--- src/rtl/tdm_demux_if.sv ---
// tdm_demux_if: serial slot stream in, parallel frame word and framing status out.
interface tdm_demux_if #(
    parameter int CHANNELS = 4,
    parameter int WIDTH    = 1
);
    localparam int SELW = $clog2(CHANNELS);

    logic [WIDTH-1:0]          in_data;
    logic                      in_valid;
    logic                      sync;
    logic                      err_clr;
    logic [CHANNELS*WIDTH-1:0] out_data;
    logic                      out_valid;
    logic [SELW-1:0]           sel;
    logic                      locked;
    logic                      err;

    modport master (
        output in_data, in_valid, sync, err_clr,
        input  out_data, out_valid, sel, locked, err
    );

    modport slave (
        input  in_data, in_valid, sync, err_clr,
        output out_data, out_valid, sel, locked, err
    );
endinterface

--- src/rtl/tdm_demux.sv ---
// tdm_demux: realigns a SYNC-marked serial slot stream into parallel frames, flagging framing faults.
module tdm_demux #(
    parameter int CHANNELS = 4,
    parameter int WIDTH    = 1
) (
    input logic         clk_i,
    input logic         rst_i,
    tdm_demux_if.slave  bus
);
    localparam int SELW = $clog2(CHANNELS);
    localparam int SW   = (CHANNELS - 1) * WIDTH;
    localparam logic [SELW-1:0] LAST = SELW'(CHANNELS - 1);

    typedef enum logic {HUNT, LOCK} state_t;

    state_t                    state_q, state_d;
    logic [SELW-1:0]           sel_q, sel_d;
    logic [SW-1:0]             shadow_q, shadow_d;
    logic [CHANNELS*WIDTH-1:0] out_q, out_d;
    logic                      out_valid_q, out_valid_d;
    logic                      err_q, err_d;
    logic                      fault;

    always_comb begin
        state_d     = state_q;
        sel_d       = sel_q;
        shadow_d    = shadow_q;
        out_d       = out_q;
        out_valid_d = 1'b0;
        fault       = 1'b0;
        if (bus.in_valid) begin
            if (state_q == HUNT) begin
                if (bus.sync) begin
                    shadow_d[WIDTH-1:0] = bus.in_data;
                    sel_d               = SELW'(1);
                    state_d             = LOCK;
                end
            end else if (bus.sync) begin
                // a marker anywhere but slot 0 restarts the frame on this slot
                fault               = (sel_q != '0);
                shadow_d[WIDTH-1:0] = bus.in_data;
                sel_d               = SELW'(1);
            end else if (sel_q == '0) begin
                fault   = 1'b1;
                state_d = HUNT;
            end else if (sel_q == LAST) begin
                out_d       = {bus.in_data, shadow_q};
                out_valid_d = 1'b1;
                sel_d       = '0;
            end else begin
                shadow_d[sel_q*WIDTH +: WIDTH] = bus.in_data;
                sel_d                          = sel_q + 1'b1;
            end
        end
        err_d = fault | (err_q & ~bus.err_clr);
    end

    always_ff @(posedge clk_i) begin
        if (rst_i) begin
            state_q     <= HUNT;
            sel_q       <= '0;
            shadow_q    <= '0;
            out_q       <= '0;
            out_valid_q <= 1'b0;
            err_q       <= 1'b0;
        end else begin
            state_q     <= state_d;
            sel_q       <= sel_d;
            shadow_q    <= shadow_d;
            out_q       <= out_d;
            out_valid_q <= out_valid_d;
            err_q       <= err_d;
        end
    end

    assign bus.out_data  = out_q;
    assign bus.out_valid = out_valid_q;
    assign bus.sel       = sel_q;
    assign bus.locked    = (state_q == LOCK);
    assign bus.err       = err_q;
endmodule

--- src/flat_wrapper.sv ---
// flat-port wrapper written by rule: the top's interface ports become plain ports
module tdm_demux_flat 
#(
    parameter int CHANNELS = 4,
    parameter int WIDTH    = 1
)
  (clk_i, rst_i, bus_in_data, bus_in_valid, bus_sync, bus_err_clr, bus_out_data, bus_out_valid, bus_sel, bus_locked, bus_err);
  tdm_demux_if #(.CHANNELS(CHANNELS), .WIDTH(WIDTH)) bus_i ();
  input logic clk_i;
  input logic rst_i;
  input wire logic [$bits(bus_i.in_data)-1:0] bus_in_data;
  input wire logic [$bits(bus_i.in_valid)-1:0] bus_in_valid;
  input wire logic [$bits(bus_i.sync)-1:0] bus_sync;
  input wire logic [$bits(bus_i.err_clr)-1:0] bus_err_clr;
  output wire logic [$bits(bus_i.out_data)-1:0] bus_out_data;
  output wire logic [$bits(bus_i.out_valid)-1:0] bus_out_valid;
  output wire logic [$bits(bus_i.sel)-1:0] bus_sel;
  output wire logic [$bits(bus_i.locked)-1:0] bus_locked;
  output wire logic [$bits(bus_i.err)-1:0] bus_err;
  assign bus_i.in_data = bus_in_data;
  assign bus_i.in_valid = bus_in_valid;
  assign bus_i.sync = bus_sync;
  assign bus_i.err_clr = bus_err_clr;
  assign bus_out_data = bus_i.out_data;
  assign bus_out_valid = bus_i.out_valid;
  assign bus_sel = bus_i.sel;
  assign bus_locked = bus_i.locked;
  assign bus_err = bus_i.err;
  tdm_demux #(.CHANNELS(CHANNELS), .WIDTH(WIDTH)) u_core (.clk_i(clk_i), .rst_i(rst_i), .bus(bus_i));
endmodule
--- config.mk ---
export PLATFORM = sky130hd
export DESIGN_NAME = tdm_demux_flat
export DESIGN_NICKNAME = d
export VERILOG_FILES = /design/src/rtl/tdm_demux_if.sv /design/src/rtl/tdm_demux.sv /design/src/flat_wrapper.sv
export SDC_FILE = /design/constraint.sdc
export NUM_CORES = 1
export LEC_CHECK = 0
export CORE_AREA = 2 2 46 48
export DETAILED_ROUTE_END_ITERATION = 16
export DIE_AREA = 0 0 48 50
export SYNTH_ARGS = -nofsm -noshare
export SYNTH_HDL_FRONTEND = slang
export SYNTH_SLANG_ARGS = --single-unit
export TNS_END_PERCENT = 20
--- constraint.sdc ---
create_clock -name clk_i -period 1.6 [get_ports clk_i]
set_input_delay 0.24 -clock clk_i [delete_from_list [all_inputs] [get_ports clk_i]]
set_output_delay 0.24 -clock clk_i [all_outputs]
set_load 0.005 [all_outputs]
==> implementation parameters <==
Parameter                              Value

Clocking
  Clk buf depth ... 2
  Insertion delay to the later sink of the worst-skew pair ... 280 ps
  CTS Buf Count ... 3
  Root buffer selected by CTS ... sky130_fd_sc_hd__clkbuf_4
  CTS tree ... done
  Level count of the clock H-tree ... 1
  Clk sinks ... 12
  Hold-fix buffers at CTS ... 0
  Post-CTS clock slew at the launch and capture registers of the worst setup and hold paths ... 80 ps

Global routing
  Wire length of the first global-routing pass ... 2210 um
  Global route overflow ... 0
  Total global-route track usage ... 13.2%
  Number of global-route vias before repair ... 529
  Largest net degree at the start of global routing ... 10
  Initial antenna violation count ... 0

Routing
  WL per Instance ... 10.9 um
  Number of nets with antenna violations after detailed routing ... 0
  Vias per cell ... 4.68
  Routed vias ... 571
  Detailed Route WL ... 1330 um
  Detailed-route DRC error count ... 0
  Number of DRC markers after the initial detailed-route iteration ... 8
  Pre-Repair DR Iteration Count ... 4

Yosys
  Post-synthesis register bit count ... 12
  Dominant register cell in the synthesized netlist ... sky130_fd_sc_hd__dfxtp_1
  Biggest area consumer among synthesized cells ... sky130_fd_sc_hd__dfxtp_1
  EDFF count, synth ... 0
  Netlist Area Pre-Place ... 642 um^2
  Area share of the largest cell type after synthesis ... 37.4%
  Most used standard cell by instance count after synthesis ... sky130_fd_sc_hd__dfxtp_1
  Post-Synthesis Cells ... 69
  Ranking of synthesized cells by area ... sky130_fd_sc_hd__dfxtp_1, sky130_fd_sc_hd__ha_1, sky130_fd_sc_hd__mux2i_1, sky130_fd_sc_hd__a21oi_1, sky130_fd_sc_hd__inv_1
  Post-synthesis sequential area ratio ... 37.4%
  Post-synth net total ... 82
  Average footprint of a synthesized cell ... 9.30 um^2
  Async S/R FF share, synth ... 0%
  Commonest cells in the synthesized netlist ... sky130_fd_sc_hd__dfxtp_1, sky130_fd_sc_hd__a21oi_1, sky130_fd_sc_hd__ha_1, sky130_fd_sc_hd__inv_1
  Yosys warning count ... 0
  Number of distinct library cells after synthesis ... 25

Timing
  Pin slew with the least headroom to its limit ... 232 ps
  Final Hold Vio Count ... 0
  Highest Clock Rate ... 670 MHz
  Layout Skew ... 3.64 ps
  Final Max Slew Viols ... 0
  Final setup fails ... 0
  Worst hold slack ... 476 ps
  Setup repair after global routing missed its margin ... false
  Final critical-path share of the clock period ... 93.3%
  Post-layout minimum cycle time ... 1490 ps
  Worst-case headroom to the max-slew limit ... 84.4%

Worst setup path
  Delay-heaviest family, CP ... buffers and inverters
  Worst-path maximum fanout ... 6
  Data arrival, critical path ... 1250 ps
  Chain of cells forming the critical path ... buf_4 -> clkdlybuf4s50_1
  Slowest cell on the critical path ... sky130_fd_sc_hd__clkdlybuf4s50_1
  Worst path max stage delay ... 500 ps
  Endpoint type of the worst setup path ... output port
  Critical path start-end classification ... reg2out
  Worst Path Required ... 1360 ps
  Bufs and invs on worst path ... 2
  Worst Setup Start Kind ... flip-flop

Finish
  Number of non-filler instances in the completed layout ... 122
  Diodes inserted ... 0
  Area growth from synthesis to layout ... 44.2%
  Net count reported at finish ... 109
  Final design utilization ... 48.7%
  Fraction of final layout cells sized beyond drive strength 1 ... 22.1%

Min path
  Worst min-delay path class ... reg2reg

Run
  Number of max-capacitance violations reported ... 0

Floorplan
  Die outline area ... 2400 um^2
  Starting Density ... 33.8%
  Cell Rows ... 16
  Die Y ... 50 um
  Core Footprint ... 1900 um^2
  X dimension of the die ... 48 um
  IO Pins ... 15

Pwr
  Worst supply voltage drop on vdd ... 0.414 mV
  Leakage Power ... 0.399 nW
  Power per cell area ... 718 nW/um^2
  Overall power of the completed layout ... 0.665 mW

Placement
  Number of port buffers ... 14
  Final GP Congestion ... 0.751
  Placed cell count ... 117

Status
  Outcome ... complete, no violations
-- state kept, by name (all words and copies together) (netlist names) --
name / count
u_core.bus.out_data: 4
u_core.shadow_q: 3
u_core.bus.err: 1
u_core.bus.locked: 1
u_core.bus.out_valid: 1
u_core.bus.sel: 2
-- layer usage --
| metal | track usage (%) | vias to the layer above | wire length [um] |
|---|---|---|---|
| li1 | - | 294 | - |
| met1 | 17.7 | 256 | 646 |
| met2 | 18.9 | 16 | 600 |
| met3 | 2.20 | 5 | 48 |
| met4 | 8.11 | 0 | 33 |
| met5 | 0 | - | 0 |
-- worst min-delay path: stages, from the launching register on --
cell and delay, ps:
sky130_fd_sc_hd__dfxtp_1 320, sky130_fd_sc_hd__nand2b_1 60, sky130_fd_sc_hd__a21oi_1 50
-- metrics by stage --
stage / worst slack (ps) / cell area (um^2) / setup TNS (ps)
floorplan: 23.2 / 642 / 0
global placement: -35.5 / 875 / -63.8
detailed placement: -62.2 / 875 / -255
CTS: 22.7 / 911 / 0
global route: 34.3 / 926 / 0
finish: 108 / 926 / 0
-- power breakdown --
group          switching (mW)  total, mW  leakage (nW)  internal [mW]
registers             0.00570      0.310        0.0975          0.305
logic                  0.0465      0.105         0.280         0.0586
clock network           0.111      0.249        0.0210          0.139
-- layout by cell type, fill, tap and decap left out, types with 3 or more instances in the layout --
cell type,netlist,routed
sky130_fd_sc_hd__clkdlybuf4s50_1,0,14
sky130_fd_sc_hd__a21oi_1,7,6
sky130_fd_sc_hd__nor2_1,5,5
sky130_fd_sc_hd__ha_1,7,6
sky130_fd_sc_hd__inv_1,7,7
sky130_fd_sc_hd__clkbuf_4,0,3
sky130_fd_sc_hd__mux2i_1,5,5
sky130_fd_sc_hd__dfxtp_1,12,11
sky130_fd_sc_hd__buf_4,1,11
sky130_fd_sc_hd__nand4_1,3,3
sky130_fd_sc_hd__o21ai_0,4,3
-- final cells by class --
cell class	instances	area, um^2
tap	27	33.8
fill	187	976
inverter	7	26.3
clock buffer	4	36.3
multi-input combinational	47	365
sequential	12	241
timing repair buffer	25	223
-- cell families after synthesis --
| kind of cell | count (synthesis) | synth area share (%) |
|---|---|---|
| AND/OR/NAND/NOR | 22 | 23.0 |
| AO/OA/AOI/OAI | 13 | 11.5 |
| flip-flops | 12 | 37.4 |
| buffers and inverters | 10 | 6.63 |
| adder cells (fa/ha/maj) | 7 | 13.6 |
| multiplexers | 5 | 7.80 |
-- final timing paths --
check                                        from  cells after the start                endpoint  slack (ps)
worst max register to register  u_core.bus.sel[1]                      8  u_core.bus.out_data[3]         160
worst min register to register     u_core.bus.err                      2          u_core.bus.err         480
worst min-delay path               u_core.bus.err                      2          u_core.bus.err         480
worst max-delay path            u_core.bus.sel[0]                      2              bus_sel[0]         110
-- repair_timing --
item,CTS,global route
setup endpoints to repair,0,7
gates resized for setup,0,4
buffers inserted,0,1
Power figures use the tool's default switching activity.
